--- src/rtl/arm_pkg.sv ---
// Shared ARM definitions: ALU opcodes, condition codes, slot states and
// opcode classification helpers used by the flag stage.
package arm_pkg;

  // Data-processing opcodes (shared ALU encoding)
  localparam logic [3:0] OP_AND = 4'd0;
  localparam logic [3:0] OP_EOR = 4'd1;
  localparam logic [3:0] OP_SUB = 4'd2;
  localparam logic [3:0] OP_RSB = 4'd3;
  localparam logic [3:0] OP_ADD = 4'd4;
  localparam logic [3:0] OP_ADC = 4'd5;
  localparam logic [3:0] OP_SBC = 4'd6;
  localparam logic [3:0] OP_RSC = 4'd7;
  localparam logic [3:0] OP_TST = 4'd8;
  localparam logic [3:0] OP_TEQ = 4'd9;
  localparam logic [3:0] OP_CMP = 4'd10;
  localparam logic [3:0] OP_CMN = 4'd11;
  localparam logic [3:0] OP_ORR = 4'd12;
  localparam logic [3:0] OP_MOV = 4'd13;
  localparam logic [3:0] OP_BIC = 4'd14;
  localparam logic [3:0] OP_MVN = 4'd15;

  // Condition field encodings
  localparam logic [3:0] COND_EQ = 4'd0;
  localparam logic [3:0] COND_NE = 4'd1;
  localparam logic [3:0] COND_CS = 4'd2;
  localparam logic [3:0] COND_CC = 4'd3;
  localparam logic [3:0] COND_MI = 4'd4;
  localparam logic [3:0] COND_PL = 4'd5;
  localparam logic [3:0] COND_VS = 4'd6;
  localparam logic [3:0] COND_VC = 4'd7;
  localparam logic [3:0] COND_HI = 4'd8;
  localparam logic [3:0] COND_LS = 4'd9;
  localparam logic [3:0] COND_GE = 4'd10;
  localparam logic [3:0] COND_LT = 4'd11;
  localparam logic [3:0] COND_GT = 4'd12;
  localparam logic [3:0] COND_LE = 4'd13;
  localparam logic [3:0] COND_AL = 4'd14;
  localparam logic [3:0] COND_NV = 4'd15;

  // Write-back slot states
  localparam logic [0:0] SLOT_EMPTY = 1'b0;
  localparam logic [0:0] SLOT_FULL  = 1'b1;

  // Architectural flags, packed in {N,Z,C,V} order
  typedef struct packed {
    logic n;
    logic z;
    logic c;
    logic v;
  } nzcv_t;

  // Arithmetic ops take all four flags from the ALU adder
  function automatic logic is_arith(input logic [3:0] op);
    return ((op >= OP_SUB) && (op <= OP_RSC)) || (op == OP_CMP) || (op == OP_CMN);
  endfunction

  // Compare/test ops always update flags and never write a register
  function automatic logic is_cmp(input logic [3:0] op);
    return (op >= OP_TST) && (op <= OP_CMN);
  endfunction

endpackage

--- src/rtl/alu_flag_stage_cond_check.sv ---
// Condition-field evaluator: decides whether an instruction executes given
// the committed NZCV flags.
module cond_check
  import arm_pkg::*;
(
  input  logic [3:0] cond,
  input  logic [3:0] nzcv,
  output logic       pass
);

  logic n, z, c, v;

  assign n = nzcv[3];
  assign z = nzcv[2];
  assign c = nzcv[1];
  assign v = nzcv[0];

  // Map each ARM condition code onto its flag predicate
  always_comb begin
    pass = 1'b0;
    case (cond)
      COND_EQ: pass = z;
      COND_NE: pass = !z;
      COND_CS: pass = c;
      COND_CC: pass = !c;
      COND_MI: pass = n;
      COND_PL: pass = !n;
      COND_VS: pass = v;
      COND_VC: pass = !v;
      COND_HI: pass = c && !z;
      COND_LS: pass = !c || z;
      COND_GE: pass = (n == v);
      COND_LT: pass = (n != v);
      COND_GT: pass = !z && (n == v);
      COND_LE: pass = z || (n != v);
      COND_AL: pass = 1'b1;
      default: pass = 1'b0;
    endcase
  end

endmodule

--- src/rtl/alu_flag_stage.sv ---
// Flag stage behind the ALU: owns the committed NZCV flags, gates each
// instruction on its condition field, commits flag updates and holds the
// result in a one-entry write-back slot.
module alu_flag_stage
  import arm_pkg::*;
#(
  parameter int DW    = 32,
  parameter int CNT_W = 16
) (
  input  logic             clk,
  input  logic             reset,
  input  logic             in_valid,
  output logic             in_ready,
  input  logic [3:0]       in_op,
  input  logic [3:0]       in_cond,
  input  logic             in_s,
  input  logic [3:0]       in_rd,
  input  logic [DW-1:0]    in_result,
  input  logic             in_nf,
  input  logic             in_zf,
  input  logic             in_cf,
  input  logic             in_vf,
  input  logic             in_shc,
  output logic             alu_cin,
  output logic [3:0]       flags,
  input  logic             flag_we,
  input  logic [3:0]       flag_wdata,
  output logic             wb_valid,
  input  logic             wb_ready,
  output logic [3:0]       wb_rd,
  output logic [DW-1:0]    wb_data,
  output logic [CNT_W-1:0] exec_cnt,
  output logic [CNT_W-1:0] skip_cnt
);

  localparam logic [CNT_W-1:0] CNT_ONE = CNT_W'(1);

  nzcv_t      flag_q;
  nzcv_t      flag_nxt;
  logic [0:0] slot_state;
  logic       pass;
  logic       accept;
  logic       executes;
  logic       load;
  logic       drain;
  logic       upd_flags;

  cond_check u_cond_check (
    .cond (in_cond),
    .nzcv (flag_q),
    .pass (pass)
  );

  assign flags     = flag_q;
  assign alu_cin   = flag_q.c;
  assign wb_valid  = (slot_state == SLOT_FULL);
  assign in_ready  = !wb_valid || wb_ready;
  assign accept    = in_valid && in_ready;
  assign executes  = accept && pass;
  assign load      = executes && !is_cmp(in_op);
  assign drain     = wb_valid && wb_ready;
  assign upd_flags = executes && (in_s || is_cmp(in_op));

  // Compute the flag value an executing instruction would commit
  always_comb begin
    flag_nxt = flag_q;
    if (is_arith(in_op)) begin
      flag_nxt = '{n: in_nf, z: in_zf, c: in_cf, v: in_vf};
    end else begin
      flag_nxt.n = in_nf;
      flag_nxt.z = in_zf;
      flag_nxt.c = in_shc;
    end
  end

  // Commit flags; a direct flag write overrides any instruction update
  always_ff @(posedge clk or posedge reset) begin
    if (reset) begin
      flag_q <= '0;
    end else if (flag_we) begin
      flag_q <= flag_wdata;
    end else if (upd_flags) begin
      flag_q <= flag_nxt;
    end
  end

  // Slot occupancy: fill wins over drain so drain+fill stays full
  always_ff @(posedge clk or posedge reset) begin
    if (reset) begin
      slot_state <= SLOT_EMPTY;
    end else if (load) begin
      slot_state <= SLOT_FULL;
    end else if (drain) begin
      slot_state <= SLOT_EMPTY;
    end
  end

  // Slot payload only changes on a load and is otherwise held
  always_ff @(posedge clk or posedge reset) begin
    if (reset) begin
      wb_rd   <= '0;
      wb_data <= '0;
    end else if (load) begin
      wb_rd   <= in_rd;
      wb_data <= in_result;
    end
  end

  // Count accepted instructions by condition outcome, wrapping freely
  always_ff @(posedge clk or posedge reset) begin
    if (reset) begin
      exec_cnt <= '0;
      skip_cnt <= '0;
    end else if (accept) begin
      if (pass) begin
        exec_cnt <= exec_cnt + CNT_ONE;
      end else begin
        skip_cnt <= skip_cnt + CNT_ONE;
      end
    end
  end

endmodule
--- config.mk ---
export PLATFORM = sky130hd
export DESIGN_NAME = alu_flag_stage
export DESIGN_NICKNAME = d
export VERILOG_FILES = /design/src/rtl/arm_pkg.sv /design/src/rtl/alu_flag_stage_cond_check.sv /design/src/rtl/alu_flag_stage.sv
export SDC_FILE = /design/constraint.sdc
export NUM_CORES = 1
export LEC_CHECK = 0
export BUFFER_PORTS_ARGS = -buffer_cell sky130_fd_sc_hd__buf_2
export CAP_MARGIN = 20
export CORE_AREA = 5 5 86 88
export CTS_CLUSTER_SIZE = 28
export DETAILED_ROUTE_END_ITERATION = 10
export DIE_AREA = 0 0 91 93
export PLACE_DENSITY = 0.89
export SYNTH_ARGS = -nofsm -noshare
export SYNTH_HDL_FRONTEND = slang
export SYNTH_SLANG_ARGS = --single-unit
--- constraint.sdc ---
create_clock -name clk -period 4.7 [get_ports clk]
set_input_delay 0.94 -clock clk [delete_from_list [all_inputs] [get_ports clk]]
set_output_delay 0.94 -clock clk [all_outputs]
set_load 0.02 [all_outputs]
* After elaboration in Yosys (flattened, before gate mapping)
Index checks and enable logic that the tools add are counted.
Word-level totals: register bits 73, bits of input ports 59, output and inout port bits 75, word-level logic and storage cells 69
Operators by class: $add $sub $neg 2, magnitude comparators 4, equality and inequality tests 18, muxes and demuxes 7, bitwise gates (word level) 1, reduce and logical (&&, ||, !) cells 28
Operator list (count):
- $eq A4 B4 Y1 const B | 9
- $add A16 B1 Y16 const B | 2
- $eq A4 B3 Y1 const B | 4
- $pmux W1 S15 | 1
- $logic_and A1 B1 Y1 | 9
- $eq A4 B2 Y1 const B | 2
- $mux W4 | 2
- $logic_not A1 Y1 | 6
- $logic_or A1 B1 Y1 | 6
- $reduce_and A2 Y1 | 3
- $reduce_bool A2 Y1 | 3
- $eq A4 B1 Y1 const B | 1
- $ge A4 B2 Y1 const B | 1
- $ge A4 B4 Y1 const B | 1
- $le A4 B3 Y1 const B | 1
- $le A4 B4 Y1 const B | 1
- $logic_not A4 Y1 | 1
- $mux W1 | 4
- $eq A1 B1 Y1 | 1
- $ne A1 B1 Y1 | 1
- $not A1 Y1 | 1

* Depth between registers and ports, before layout
word-level depth 7, depth in mapped cells 8, mapped depth without buffers 7

* By module
Synthesis repeated with hierarchy kept, for this count alone.
Unflattened totals: cell total of the unflattened synthesis 261, area total of the unflattened synthesis 3319.4 µm²
By module, submodules not included:
- alu_flag_stage | times used 1, cells each 233, area an instance 3125.5 µm², sequential area each 1826.8 µm²
- cond_check | times used 1, cells each 28, area an instance 193.9 µm², sequential area each 0.0 µm²

* Least setup slack after synthesis
Ideal clock, no wire load.
path type input to register, start point input in_cond[3], end point register wb_data[0], setup time 0.125 ns, arrival time 2.765 ns, data required time 4.575 ns, setup slack 1.810 ns, cell stages on the path 8, buffers on the path 1, path through or3b_1 a21oi_1 nor2_1 o31ai_4 xnor2_2 nor3_4 buf_6 mux2_2
On the way: word-level cells in the longest chain between the ends 4, elaborated cells between the ends (all ways) 18, classes of those cells 14 x eq/ne; 1 x mux; 3 x reduce/logical
Ends and longest elaborated chain:
- start, declared | RTL line alu_flag_stage.sv:15 | input logic [3:0] in_cond,
- $eq A4 B4 Y1 (tied with other cells) | RTL line alu_flag_stage_cond_check.sv:21 | case (cond)
- $pmux W1 S15 (*) | RTL line alu_flag_stage_cond_check.sv:21
- $logic_and A1 B1 Y1 (*) | RTL line alu_flag_stage.sv:59 | assign executes = accept && pass;
- $logic_and A1 B1 Y1 (*) | RTL line alu_flag_stage.sv:60 | assign load = executes && !is_cmp(in_op);
- end signal, assigned | RTL line alu_flag_stage.sv:105 | wb_data <= in_result;
- end, declared | RTL line alu_flag_stage.sv:31 | output logic [DW-1:0] wb_data,
Mark *: on every way between the ends. The rest lies on a longest branch, timed or not. A chain may end at the register's enable or synchronous reset.

* Worst setup path after layout
start point input in_cond[3], end point register wb_data[6]
Same word-level chain as after synthesis.

==> reports/metrics.cfg <==
[timing]
fmax_mhz=321
setup_viol_count_final=0
drv_slew=0
holdWs_ns=0.470
finalHoldViolCount=0
min_period_over_period=0.662
tightest_slew_ns=0.939
finalCriticalPeriod_ns=3.11
rsz0062_at_grt=no
fin_skew_ns=0.0143
finalSetupTns_ns=0
maxSlewHeadroom=0.371

[route]
wirelength_mm=7.87
drt_iter0_drc=103
drt_pre_antenna_iters=4
drc=0
routed_via_density=5.32
ant_nets=0
vias=2582
avgRoutedWirePerCell_um=16.2

[grt]
antenna_found_initial=0
grt_usage=0.190
grt_remaining_overflow=0
grt_pass1_vias=2627
grt_max_degree=41
grt_pass1_wl_mm=12.9

[placed_design]
port_buffers=132
dp.cells=470
dp_hpwl_mm=6.02
gp_congestion=0.813

[layout]
nNetsFinal=462
layout_common_cells=buf_2 (132), dfrtp_1 (73), mux2_2 (38), xor2_1 (18), nand2_1 (15)
layout_commonest_cell=buf_2
post-route-util=0.632
drive_gt1_frac=0.479
syn_to_final_growth_pct=27.6
instances_no_fill=485
diodes=0

[yosys]
syn_avg_cell_area_um2=12.3
yosysSeqAreaShare=0.561
yosys_warnings=0
synth_edf_count=0
synth_nets=326
yosys_most_used_dff=dfrtp_1
yosysUniqueCellTypes=36
ys_seq_elements=73
syn_area_mm2=0.00325
async_reset_ff_frac=1.00
syn_inst=265

[setup_path]
crit_fanout=36
required_ns=4.91
reg2reg_from=flags[0]$_DFFE_PP0P_
critPathLaunchType=input port
cp-end-kind=flop
worst_r2r_path_depth=8
cp-startpoint=in_cond[3]
crit_arrival_ns=3.32
critical_path_class=input port to flop
r2r_slack_ns=1.85
r2r-end=wb_data[6]$_DFFE_PP0P_
crit_end=wb_data[6]$_DFFE_PP0P_

[clock_network]
hold_buffers=0
clock_sinks=73
clock_path_buffers=2
ctsResizeCount=0
cts_tree=done
clk_pin_slew_ns=0.07
ctsHtreeMaxLevel=3
cts_post_setup_buffers_inserted=0
clock_latency_ns=0.33
cts_buffers=9
cts-root-buf=clkbuf_8

[power_and_ir_drop]
power_density_mw_per_mm2=526
p_leak_nw=2.08
irDropWorstVdd_mv=0.321
power_w=0.00218

[floorplanning]
fp.dieArea_mm2=0.00846
start_util=0.495
die_h_um=93
die_x_um=91
io_pins=134
placement_rows=30
core_mm2=0.00657

[worst_hold_path]
hp-class=flop to flop

[outcome]
status=completed

[job]
drv_cap=0

## how the worst min path moves through the flow
stage,from,slack [ns],cells past startpoint,endpoint
floorplan,skip_cnt[15]$_DFFE_PP0P_,0.58,1,skip_cnt[15]$_DFFE_PP0P_
global placement,skip_cnt[15]$_DFFE_PP0P_,0.45,1,skip_cnt[15]$_DFFE_PP0P_
detailed placement,exec_cnt[15]$_DFFE_PP0P_,0.46,1,exec_cnt[15]$_DFFE_PP0P_
CTS,exec_cnt[15]$_DFFE_PP0P_,0.47,1,exec_cnt[15]$_DFFE_PP0P_
global route,skip_cnt[15]$_DFFE_PP0P_,0.49,1,skip_cnt[15]$_DFFE_PP0P_
finish,exec_cnt[15]$_DFFE_PP0P_,0.47,1,exec_cnt[15]$_DFFE_PP0P_
## cell type report
class	count	area, µm²
fill	519	2420
sequential	73	1830
clock inverter	4	27.5
tap	80	100
timing repair buffer	135	683
clock buffer	11	151
inverter	5	18.8
multi-input combinational	177	1350
## through the flow
step                      instance area, µm²  worst slack, ns
after global placement                  3970             1.32
after floorplan                         3250             1.81
after CTS                               4150             1.61
after global routing                    4150             1.49
after detailed placement                3970             1.26
final                                   4150             1.59
## synth_stat cells (2+ instances only)
cell type  number  area, µm²
a21oi_1         6       30.0
a31oi_1         4       25.0
and2_1          2       12.5
and3_1          8       50.1
buf_6           3       33.8
clkbuf_1        5       18.8
dfrtp_1        73       1830
ha_1            2       25.0
inv_1           5       18.8
mux2_2         38        428
nand2_1        15       56.3
nand3_1         7       35.0
nand4_1        11       68.8
nor2_1         13       48.8
nor2b_1         4       25.0
nor3_1          4       20.0
nor4_1          9       56.3
nor4b_1         2       17.5
o21ai_0         8       40.0
xnor2_1        13        114
xor2_1         18        158
## critical path: stages
cell	delay, ns
buf_2	0.14
or3b_1	0.35
a21oi_1	0.15
nor2_1	0.08
o31ai_4	0.24
xnor2_2	0.32
nor3_4	0.24
buf_4	0.43
mux2_2	0.40
## report_power, final
group / switching, W / internal (W)
clock network: 0.000221 / 0.000219
logic: 0.000490 / 0.000313
registers: 0.000134 / 0.000808
## state kept, by name (all words and copies together), names as in the netlist
register / count
skip_cnt: 16
wb_valid: 1
flags: 3
exec_cnt: 16
wb_data: 32
wb_rd: 4
alu_cin: 1
## cell families (layout without fill, tap and decap cells)
| group | after synthesis | count (layout) | share of synthesized area |
|---|---|---|---|
| AOI/OAI and AO/OA | 22 | 22 | 0.0434 |
| xor gates and xnor gates | 32 | 32 | 0.0884 |
| adders and majority gates | 2 | 2 | 0.00769 |
| buffers and inverters | 15 | 155 | 0.0254 |
| DFF | 73 | 73 | 0.561 |
| muxes | 39 | 39 | 0.135 |
| and+or+nand+nor | 82 | 82 | 0.139 |
## metal layers
layer  vias up  part of all wire  track usage
li1       1219                 -            -
met1      1241              0.41        0.239
met2       115              0.50        0.316
met3         7             0.082       0.0523
met4         0            0.0094       0.0685
met5         -                 0            0
No activity file was read; power rests on OpenSTA's default activity.
